File: src/rtl/ro_puf_ctrl_if.sv
// Challenge/response link between the root-of-trust sequencer (master) and the RO-PUF controller (slave).
// Request side: start/abort/challenge. Response side: busy, single-cycle result strobe, held result and counts.
interface ro_puf_ctrl_if #(
    parameter int IDX_W = 3,
    parameter int CNT_W = 16
);
    logic             start;
    logic             abort;
    logic [IDX_W-1:0] chal_a;
    logic [IDX_W-1:0] chal_b;
    logic             busy;
    logic             resp_valid;
    logic             resp_bit;
    logic             resp_tie;
    logic             resp_err;
    logic [CNT_W-1:0] cnt_a;
    logic [CNT_W-1:0] cnt_b;

    modport master (
        output start, abort, chal_a, chal_b,
        input  busy, resp_valid, resp_bit, resp_tie, resp_err, cnt_a, cnt_b
    );

    modport slave (
        input  start, abort, chal_a, chal_b,
        output busy, resp_valid, resp_bit, resp_tie, resp_err, cnt_a, cnt_b
    );
endinterface

File: src/rtl/ro_puf_ctrl.sv
// RO-PUF pair sequencer: enable challenged pair, settle, count synchronized edges over a gate, compare to one bit.
// Latency SETTLE_CYC+GATE_CYC+1 cycles start->resp_valid (1 on bad challenge); start ignored while busy, abort idles next cycle.
module ro_puf_ctrl #(
    parameter int NUM_RO     = 8,
    parameter int IDX_W      = 3,
    parameter int CNT_W      = 16,
    parameter int SETTLE_CYC = 4,
    parameter int GATE_CYC   = 64
) (
    input  logic              clk,
    input  logic              rst_n,
    ro_puf_ctrl_if.slave      bus,
    input  logic [NUM_RO-1:0] ro_out,
    output logic [NUM_RO-1:0] ro_en
);
    localparam int TMR_MAX = (SETTLE_CYC > GATE_CYC) ? SETTLE_CYC : GATE_CYC;
    localparam int TW      = (TMR_MAX > 1) ? $clog2(TMR_MAX) : 1;
    localparam int NSEL    = 1 << IDX_W;
    localparam int IW1     = IDX_W + 1;
    localparam logic [IW1-1:0] NUM_LIM = IW1'(NUM_RO);

    typedef enum logic [2:0] {S_IDLE, S_SETTLE, S_COUNT, S_CMP, S_ERR} state_t;

    state_t            r_state, w_next;
    logic [TW-1:0]     r_tmr;
    logic [IDX_W-1:0]  r_a, r_b;
    logic [NUM_RO-1:0] r_sync1, r_sync2, r_prev, r_ro_en;
    logic [CNT_W-1:0]  r_cnt_a, r_cnt_b;
    logic              r_bit, r_tie, r_err;

    logic              w_chal_ok, w_tmr_done, w_gt, w_eq;
    logic [NUM_RO-1:0] w_edge, w_oh_a, w_oh_b;
    logic [NSEL-1:0]   w_edge_x;

    assign w_chal_ok = (bus.chal_a != bus.chal_b) &&
                       ({1'b0, bus.chal_a} < NUM_LIM) && ({1'b0, bus.chal_b} < NUM_LIM);
    assign w_oh_a    = NUM_RO'(1) << bus.chal_a;
    assign w_oh_b    = NUM_RO'(1) << bus.chal_b;
    assign w_tmr_done = (r_state == S_SETTLE) ? (r_tmr == TW'(SETTLE_CYC - 1))
                                              : (r_tmr == TW'(GATE_CYC - 1));
    // Every ring is synchronized so the selected bit is never muxed before the first flop.
    assign w_edge   = r_sync2 & ~r_prev;
    assign w_edge_x = NSEL'(w_edge);
    assign w_gt     = r_cnt_a > r_cnt_b;
    assign w_eq     = r_cnt_a == r_cnt_b;

    assign ro_en     = r_ro_en;
    assign bus.cnt_a = r_cnt_a;
    assign bus.cnt_b = r_cnt_b;

    always_ff @(posedge clk or negedge rst_n) begin
        if (!rst_n) r_state <= S_IDLE;
        else        r_state <= w_next;
    end

    always_comb begin
        w_next         = r_state;
        bus.busy       = (r_state != S_IDLE);
        bus.resp_valid = 1'b0;
        bus.resp_bit   = r_bit;
        bus.resp_tie   = r_tie;
        bus.resp_err   = r_err;
        case (r_state)
            S_IDLE: begin
                if (bus.start && !bus.abort) w_next = w_chal_ok ? S_SETTLE : S_ERR;
            end
            S_SETTLE: begin
                if (bus.abort)       w_next = S_IDLE;
                else if (w_tmr_done) w_next = S_COUNT;
            end
            S_COUNT: begin
                if (bus.abort)       w_next = S_IDLE;
                else if (w_tmr_done) w_next = S_CMP;
            end
            S_CMP: begin
                w_next         = S_IDLE;
                bus.resp_valid = 1'b1;
                bus.resp_bit   = w_gt;
                bus.resp_tie   = w_eq;
                bus.resp_err   = 1'b0;
            end
            default: begin
                w_next         = S_IDLE;
                bus.resp_valid = 1'b1;
                bus.resp_bit   = 1'b0;
                bus.resp_tie   = 1'b0;
                bus.resp_err   = 1'b1;
            end
        endcase
    end

    always_ff @(posedge clk or negedge rst_n) begin
        if (!rst_n) begin
            r_sync1 <= '0;
            r_sync2 <= '0;
            r_prev  <= '0;
            r_tmr   <= '0;
            r_a     <= '0;
            r_b     <= '0;
            r_ro_en <= '0;
            r_cnt_a <= '0;
            r_cnt_b <= '0;
            r_bit   <= 1'b0;
            r_tie   <= 1'b0;
            r_err   <= 1'b0;
        end else begin
            r_sync1 <= ro_out;
            r_sync2 <= r_sync1;
            r_prev  <= r_sync2;
            r_tmr   <= (w_next == r_state) ? r_tmr + 1'b1 : '0;

            if (r_state == S_IDLE && w_next == S_SETTLE) begin
                r_a     <= bus.chal_a;
                r_b     <= bus.chal_b;
                r_cnt_a <= '0;
                r_cnt_b <= '0;
                r_ro_en <= w_oh_a | w_oh_b;
            end else if (w_next == S_IDLE || w_next == S_CMP) begin
                r_ro_en <= '0;
            end

            // Saturating counters: a ring faster than the gate can hold still compares correctly.
            if (r_state == S_COUNT) begin
                if (w_edge_x[r_a] && (r_cnt_a != '1)) r_cnt_a <= r_cnt_a + 1'b1;
                if (w_edge_x[r_b] && (r_cnt_b != '1)) r_cnt_b <= r_cnt_b + 1'b1;
            end

            if (r_state == S_CMP) begin
                r_bit <= w_gt;
                r_tie <= w_eq;
                r_err <= 1'b0;
            end else if (r_state == S_ERR) begin
                r_bit <= 1'b0;
                r_tie <= 1'b0;
                r_err <= 1'b1;
            end
        end
    end
endmodule

File: src/flat_wrapper.sv
// flat-port wrapper written by rule: the top's interface ports become plain ports
module ro_puf_ctrl_flat 
#(
    parameter int NUM_RO     = 8,
    parameter int IDX_W      = 3,
    parameter int CNT_W      = 16,
    parameter int SETTLE_CYC = 4,
    parameter int GATE_CYC   = 64
)
  (clk, rst_n, ro_out, ro_en, bus_start, bus_abort, bus_chal_a, bus_chal_b, bus_busy, bus_resp_valid, bus_resp_bit, bus_resp_tie, bus_resp_err, bus_cnt_a, bus_cnt_b);
  ro_puf_ctrl_if #(.IDX_W(IDX_W), .CNT_W(CNT_W)) bus_i ();
  input  logic clk;
  input  logic rst_n;
  input  logic [NUM_RO-1:0] ro_out;
  output logic [NUM_RO-1:0] ro_en;
  input wire logic [$bits(bus_i.start)-1:0] bus_start;
  input wire logic [$bits(bus_i.abort)-1:0] bus_abort;
  input wire logic [$bits(bus_i.chal_a)-1:0] bus_chal_a;
  input wire logic [$bits(bus_i.chal_b)-1:0] bus_chal_b;
  output wire logic [$bits(bus_i.busy)-1:0] bus_busy;
  output wire logic [$bits(bus_i.resp_valid)-1:0] bus_resp_valid;
  output wire logic [$bits(bus_i.resp_bit)-1:0] bus_resp_bit;
  output wire logic [$bits(bus_i.resp_tie)-1:0] bus_resp_tie;
  output wire logic [$bits(bus_i.resp_err)-1:0] bus_resp_err;
  output wire logic [$bits(bus_i.cnt_a)-1:0] bus_cnt_a;
  output wire logic [$bits(bus_i.cnt_b)-1:0] bus_cnt_b;
  assign bus_i.start = bus_start;
  assign bus_i.abort = bus_abort;
  assign bus_i.chal_a = bus_chal_a;
  assign bus_i.chal_b = bus_chal_b;
  assign bus_busy = bus_i.busy;
  assign bus_resp_valid = bus_i.resp_valid;
  assign bus_resp_bit = bus_i.resp_bit;
  assign bus_resp_tie = bus_i.resp_tie;
  assign bus_resp_err = bus_i.resp_err;
  assign bus_cnt_a = bus_i.cnt_a;
  assign bus_cnt_b = bus_i.cnt_b;
  ro_puf_ctrl #(.NUM_RO(NUM_RO), .IDX_W(IDX_W), .CNT_W(CNT_W), .SETTLE_CYC(SETTLE_CYC), .GATE_CYC(GATE_CYC)) u_core (.clk(clk), .rst_n(rst_n), .bus(bus_i), .ro_out(ro_out), .ro_en(ro_en));
endmodule
File: config.mk
export PLATFORM = sky130hd
export DESIGN_NAME = ro_puf_ctrl_flat
export DESIGN_NICKNAME = d
export VERILOG_FILES = /design/src/rtl/ro_puf_ctrl_if.sv /design/src/rtl/ro_puf_ctrl.sv /design/src/flat_wrapper.sv
export SDC_FILE = /design/constraint.sdc
export NUM_CORES = 1
export LEC_CHECK = 0
export CORE_MARGIN = 10
export CORE_UTILIZATION = 50
export DETAILED_ROUTE_END_ITERATION = 7
export GPL_ROUTABILITY_DRIVEN = 0
export MAX_ROUTING_LAYER = met4
export PLACE_DENSITY = 0.88
export SLEW_MARGIN = 30
export SYNTH_ARGS = -nofsm -noshare
export SYNTH_HDL_FRONTEND = slang
export SYNTH_SLANG_ARGS = --single-unit
File: constraint.sdc
create_clock -name clk -period 2.35 [get_ports clk]
set_clock_uncertainty 0.1 [all_clocks]
set_input_delay 0.3525 -clock clk [delete_from_list [all_inputs] [get_ports clk]]
set_output_delay 0.3525 -clock clk [all_outputs]
set_load 0.02 [all_outputs]
==> summary.txt, run 1 <==
Status
  • Status: complete, but fails checks
  • Failing checks: setup timing

Finish
  • Leading cell type in the layout, fill and taps excluded: buf_4
  • Final non-filler cell total: 765
  • Total Nets Final: 686
  • Share of cells above drive strength 1: 0.304
  • Fillcell total: 584
  • Most frequent cells in the layout: 103 x buf_4, 82 x dfrtp_1, 58 x clkdlybuf4s50_1
  • Synth-to-Final Area Change: 44.6%
  • Diode count: 0

Power and ir drop
  • Clock power share: 0.304
  • PD cells: 510 nW/um2
  • Comb power frac: 0.234
  • LEAKAGE: 2.92 nW
  • Register share of total power: 0.462
  • P_int: 2.34 mW
  • NetSw: 1.07 mW
  • VDD IR max: 0.481 mV
  • Net Sw Frac: 0.313

Global route
  • Total track usage: 0.238
  • Vias in the first global route: 4,939
  • Largest net degree at the start of global routing: 47
  • Initial antenna violation count: 0
  • First-pass GRT wire length: 24,900 um
  • Overflow after GRT: 0

Die
  • DIE WIDTH: 116 um
  • Cell Rows: 35
  • Starting Density: 0.508
  • Core box area: 9110 um2
  • Die Y: 116 um
  • IO Pins: 63
  • Die area: 13,500 um2

Timing
  • Final setup fails: 8
  • TNS Setup: -0.963 ns
  • Slew @ Worst Pin: 0.618 ns
  • Final period utilization: 1.12
  • Rel. slew slack: 0.587
  • RSZ-0062 raised after global routing: yes
  • Slack of the critical path: -0.288 ns
  • Max-slew violation count: 0
  • Peak Freq: 379 MHz
  • Fin. Hold Viols: 0
  • Period minus WS final: 2.64 ns

Clock tree
  • Clock tree buffer depth: 2
  • Clock-pin slew on the worst setup and hold paths: 0.09 ns
  • CTS tree: built
  • Worst-skew pair later-pin latency: 0.37 ns
  • Root buffer cell: clkbuf_8
  • CTS buffer count: 9
  • Clk sink count: 82
  • H-tree depth: 3

Synth
  • Yosys cell types: 58
  • Prevailing post-synth register cell: dfrtp_1
  • Post-synth EDFFs: 0
  • Syn Nets: 526
  • Syn_area_per_cell: 9.46 um2
  • Synth Register Bits: 82
  • Synth warn: 0
  • Mapped Cells: 489
  • Fraction of registers with async set/reset: 1.00
  • Post-synthesis sequential area ratio: 0.443
  • Mapped Area: 4630 um2

Detailed routing
  • Routed Antenna Nets: 0
  • Drt first pass iters: 7
  • DR iter-0 viols: 483
  • WL/cell: 21.4 um
  • DR vias/cell: 6.59
  • Vias: 5,038
  • DRC: 0
  • Final wirelength: 16,400 um

Critical path
  • Worst EP required: 1.90 ns
  • Crit. End Element: primary output
  • Crit path kind: flop to primary output
  • Crit path max fanout: 2
  • Crit path launch type: flop
  • Critical Path AT: 2.19 ns

Place
  • DP HPWL: 10,400 um
  • Placed cells: 733
  • PortBufs: 62

Flow run
  • Max-Cap Viols: 0

Worst hold path
  • Min-Delay Path Class: flop to flop
Yosys cell counts (2+ instances only):
| master | instances | area (um2) |
|---|---|---|
| or4_1 | 7 | 52.6 |
| and3_1 | 2 | 12.5 |
| nor4b_1 | 2 | 17.5 |
| buf_2 | 2 | 10.0 |
| o2111ai_1 | 9 | 78.8 |
| inv_1 | 28 | 105 |
| buf_6 | 3 | 33.8 |
| nor3b_1 | 6 | 45.0 |
| o21ai_0 | 16 | 80.1 |
| nor3_1 | 13 | 65.1 |
| o22ai_1 | 3 | 18.8 |
| a211oi_1 | 3 | 22.5 |
| o211ai_1 | 2 | 15.0 |
| mux4_2 | 2 | 45.0 |
| nor2b_1 | 3 | 18.8 |
| a211o_1 | 3 | 26.3 |
| nor4_1 | 9 | 56.3 |
| o31ai_1 | 7 | 52.6 |
| a22o_1 | 4 | 35.0 |
| clkbuf_1 | 16 | 60.1 |
| and4_1 | 8 | 70.1 |
| a22oi_1 | 2 | 15.0 |
| nor2_1 | 32 | 120 |
| a221o_1 | 9 | 90.1 |
| nand2_1 | 57 | 214 |
| o2111a_1 | 2 | 22.5 |
| xnor2_1 | 8 | 70.1 |
| and2_1 | 6 | 37.5 |
| nand4_1 | 13 | 81.3 |
| a21oi_1 | 26 | 130 |
| nand3_1 | 26 | 130 |
| mux2i_1 | 5 | 50.1 |
| a21o_1 | 3 | 22.5 |
| a31oi_1 | 4 | 25.0 |
| dfrtp_1 | 82 | 2050 |
| nand3b_1 | 8 | 60.1 |
| or4b_2 | 2 | 20.0 |
| ha_1 | 19 | 238 |
| o221ai_1 | 4 | 35.0 |
| o21a_1 | 2 | 15.0 |
| nand2b_1 | 10 | 62.6 |
| xor2_1 | 5 | 43.8 |
power by group through the flow:
stage                     combinational (mW)  clock [mW]  sequential (mW)
after floorplan                        0.341           0             1.61
after global placement                 0.659           0             1.59
after detailed placement               0.687           0             1.60
after CTS                              0.732        1.04             1.58
after global routing                   0.860        1.12             1.59
final                                  0.797        1.04             1.58
area by class of cell:
type	count	area, um2	share of cell area
clock buffer	10	128	0.0191
clock inverter	6	66.3	0.00991
tap	111	139	0.0208
inverter	28	105	0.0157
sequential	82	2050	0.307
timing repair buffer	170	1460	0.219
multi-input combinational	358	2740	0.409
flip-flops by register name, summed over array words and instances (netlist names):
signal and count:
u_core.ro_en 8, u_core.r_tmr 6, u_core.r_a 3, u_core.r_b 3
u_core.r_state 3, u_core.r_prev 8, u_core.r_err 1, u_core.r_bit 1
u_core.r_sync2 8, u_core.bus.cnt_a 16, u_core.r_tie 1, u_core.r_sync1 8
u_core.bus.cnt_b 16
final timing paths:
kind,from,end,slack [ns],cells after the start
worst max-delay path,u_core.bus.cnt_b[14],bus_resp_bit,-0.29,9
min in group asynchronous,rst_n,u_core.bus.cnt_b[5],0.43,2
max in group asynchronous,rst_n,u_core.bus.cnt_a[0],1.10,3
worst min register to register,u_core.r_sync1[1],u_core.r_sync2[1],0.25,0
worst min-delay path,u_core.r_sync1[1],u_core.r_sync2[1],0.25,0
worst max register to register,u_core.r_prev[2],u_core.bus.cnt_b[6],-0.13,6
per-layer routing:
metal	up-vias	global-route usage	part of all wire
met3	106	0.0498	0.098
met5	-	-	0
li1	2138	-	-
met4	0	0.120	0.056
met2	383	0.399	0.48
met1	2411	0.266	0.37
timing repair:
action | CTS | global route
setup endpoints to repair | 32 | 46
pin swaps | 13 | 20
gates resized for setup | 50 | 43
endpoints found under the hold margin | 44 | 0
hold buffers | 1 | 0
buffers inserted | 4 | 10
gates cloned | 1 | 0
worst max-delay path, stage by stage (launching register included):
cell      delay [ns]
dfrtp_1         0.40
inv_2           0.08
ha_4            0.28
nand4_1         0.14
nor3_2          0.29
buf_4           0.16
a211oi_2        0.06
buf_4           0.15
o21ai_2         0.13
buf_6           0.14
cells by family (layout without fill, tap and decap cells):
group,Yosys count,after routing,synth area share
simple gates,208,208,0.238
compound gates,109,110,0.172
flops,82,82,0.443
buf+inv,50,214,0.0481
fa+ha+maj,19,19,0.0514
xor+xnor,13,13,0.0246
mux,8,8,0.0230
stage by stage:
| step | power (mW) | hold slack (ns) | setup WS [ns] | util | cell area (um2) |
|---|---|---|---|---|---|
| global route | 3.57 | 0.259 | -0.343 | 0.735 | 6690 |
| CTS | 3.35 | 0.254 | -0.252 | 0.704 | 6410 |
| global placement | 2.25 | 0.231 | -0.454 | 0.656 | 5980 |
| finish | 3.41 | 0.253 | -0.288 | 0.735 | 6690 |
| floorplan | 1.95 | -0.0431 | 0.0238 | - | 4630 |
| detailed placement | 2.29 | 0.235 | -0.473 | 0.656 | 5980 |
No activity file was read; power rests on OpenSTA's default activity.
==> inputs of run 2 (changes only) <==
- SKIP_LAST_GASP: not set -> 1
==> run 2 against run 1 <==
Net effect:
- global-route usage is 1.1 points lower
- largest power group unchanged
- highest routed layer unchanged
- flip-flop and latch count unchanged
- critical path depth unchanged
- via count fell by 1.8%
- power is 0.38% lower
- fmax decreased by 2.3%
- the run still ends with setup timing left
- worst setup slack worse by 0.061 ns
- sequential power about the same
==> summary.txt, run 2 (same netlist as run 1, synthesis figures left out) <==
Status
  • Status: complete, but fails checks
  • Failing checks: setup timing

Critical path
  • Largest stage delay, worst path: 0.39 ns (about the same)
  • Crit-path cells: inv_2 > ha_1 > a21oi_2 > o21a_1 > o22ai_2 > a211oi_2 > buf_4 > o21ai_2 > buf_6
  • Crit path launch type: flop
  • CP top delay family: compound AO/OA/AOI/OAI gates
  • R2R cell count: 7 (+1)
  • Critical Path AT: 2.25 ns (+0.06 ns)
  • R2R Setup Slk: -0.17 ns (-0.04 ns)
  • Worst r2r src: u_core.r_prev[2]
  • Worst path bufs/invs: 3 (-1)
  • Crit. End Element: primary output
  • Worst EP required: 1.90 ns (about the same)
  • RR Endpoint: u_core.bus.cnt_b[11]
  • Crit path max fanout: 2 (unchanged)
  • Crit path kind: flop to primary output
  • CP Launch Point: u_core.bus.cnt_b[11]
  • Critical path depth: 9 (unchanged)
  • Slowest CP cell: dfrtp_1
  • Critical Path End: bus_resp_bit

Clock tree
  • Clock-pin slew on the worst setup and hold paths: 0.09 ns (about the same)
  • Worst-skew pair later-pin latency: 0.36 ns (about the same)
  • Root buffer cell: clkbuf_8
  • Clk sink count: 82 (unchanged)
  • H-tree depth: 3 (unchanged)
  • CTS tree: built
  • CTS buffer count: 9 (unchanged)
  • Clock tree buffer depth: 2 (unchanged)

Global route
  • Total track usage: 0.228 (-0.0107)
  • First-pass GRT wire length: 23,900 um (-4.0%)
  • Largest net degree at the start of global routing: 47 (unchanged)
  • Initial antenna violation count: 0 (unchanged)
  • Vias in the first global route: 4,839 (-2.0%)
  • Overflow after GRT: 0 (unchanged)

Timing
  • Peak Freq: 370 MHz (-2.3%)
  • Final period utilization: 1.15 (+0.0259)
  • Slack of the critical path: -0.349 ns (-0.0608 ns)
  • Fin. Hold Viols: 0 (unchanged)
  • Final setup fails: 11 (+3)
  • Rel. slew slack: 0.586 (-0.00118)
  • Max-slew violation count: 0 (unchanged)
  • RSZ-0062 raised after global routing: yes
  • Period minus WS final: 2.70 ns (+0.0608 ns)
  • Slew @ Worst Pin: 0.620 ns (+0.00176 ns)

Detailed routing
  • DR vias/cell: 6.43 (-2.4%)
  • Final wirelength: 15,700 um (-3.8%)
  • Routed Antenna Nets: 0 (unchanged)
  • Drt first pass iters: 6 (-1)
  • DRC: 0 (unchanged)
  • DR iter-0 viols: 461 (-4.6%)
  • Vias: 4,949 (-1.8%)
  • WL/cell: 20.4 um (-4.5%)

Die
  • Die area: 13,500 um2 (unchanged)
  • IO Pins: 63 (unchanged)
  • DIE WIDTH: 116 um (unchanged)
  • Cell Rows: 35 (unchanged)
  • Starting Density: 0.508 (unchanged)
  • Core box area: 9110 um2 (unchanged)
  • Die Y: 116 um (unchanged)

Finish
  • Leading cell type in the layout, fill and taps excluded: buf_4
  • Share of cells above drive strength 1: 0.281 (-0.0236)
  • Total Nets Final: 691 (+0.73%)
  • Most frequent cells in the layout: 106 x buf_4, 82 x dfrtp_1, 58 x clkdlybuf4s50_1
  • Post-layout instance area: 6630 um2 (-0.99%)
  • Synth-to-Final Area Change: 43.2%
  • Diode count: 0 (unchanged)

Power and ir drop
  • Power Total: 3.40 mW (-0.38%)
  • VDD IR max: 0.485 mV (+0.81%)
  • PD cells: 513 nW/um2 (+0.62%)
  • LEAKAGE: 2.93 nW (+0.52%)

Place
  • DP Area: 5980 um2 (unchanged)
  • DP HPWL: 10,400 um (unchanged)
  • PortBufs: 62 (unchanged)

Worst hold path
  • Min-Delay Path Class: flop to flop

Flow run
  • Max-Cap Viols: 0 (unchanged)
## run 2: cell count changes in the layout (fill, tap and decap cells not counted), sizes merged
| cell | change |
|---|---|
| buf | +5 |
## run 2: routing by layer
metal,wire length [um],global-route usage,up-vias
li1,-,-,2156
met1,6020,0.263,2385
met2,7610,0.372,324
met3,1290,0.0308,84
met4,809,0.136,0
met5,0,-,-
## run 2: area by class of cell
class                           instances  area, um2
Multi-Input combinational cell        358       2630
Fill cell                             601       2480
Sequential cell                        82       2050
Timing Repair Buffer                  175       1510
Tap cell                              111        139
Clock buffer                           10        128
Inverter                               28        105
Clock inverter                          6       66.3
## run 2: worst min path at each step
stage | from | end | slack (ns) | depth (start not counted)
global route | u_core.r_sync1[5] | u_core.r_sync2[5] | 0.26 | 0
global placement | u_core.r_sync1[2] | u_core.r_sync2[2] | 0.23 | 0
CTS | u_core.r_sync1[1] | u_core.r_sync2[1] | 0.25 | 0
floorplan | rst_n | u_core.bus.cnt_a[0] | -0.04 | 0
detailed placement | u_core.r_sync1[0] | u_core.r_sync2[0] | 0.23 | 0
finish | u_core.r_sync1[1] | u_core.r_sync2[1] | 0.25 | 0
## run 2: metrics by stage
stage / utilization / setup WS (ns) / TNS, ns / cells / hold WS [ns]
after floorplan: - / 0.0238 / 0 / 489 / -0.0431
after global placement: 0.656 / -0.454 / -7.20 / 733 / 0.231
after detailed placement: 0.656 / -0.473 / -9.67 / 733 / 0.235
after CTS: 0.697 / -0.291 / -0.432 / 755 / 0.254
after global routing: 0.727 / -0.421 / -1.96 / 770 / 0.259
final: 0.727 / -0.349 / -1.41 / 770 / 0.253
## run 2: worst register-to-register path, stage by stage (launching register included)
cell,delay [ns]
dfrtp_1,0.39
nand2b_4,0.15
mux4_2,0.50
buf_6,0.14
a2111o_1,0.51
buf_4,0.19
o31ai_1,0.32
a21oi_2,0.10
## run 2: power breakdown
| group | internal, mW | switching [mW] | total (mW) |
|---|---|---|---|
| logic | 0.352 | 0.439 | 0.791 |
| clock network | 0.495 | 0.536 | 1.03 |
| registers | 1.50 | 0.0792 | 1.58 |
| total | 2.35 | 1.05 | 3.40 |
## run 2: timing repair
action / CTS / global route
hold buffers: 1 / 0
buffers inserted: 4 / 14
resized for setup: 38 / 37
hold endpoints to repair: 44 / 0
setup endpoints to repair: 32 / 46
pin swaps: 12 / 24
gates cloned: 1 / 1
==> inputs of run 3 (changes only) <==
- CTS_CLUSTER_SIZE: not set -> 10
==> results of run 3 <==
Final layout, timing and power as in run 2 (identical DEF).
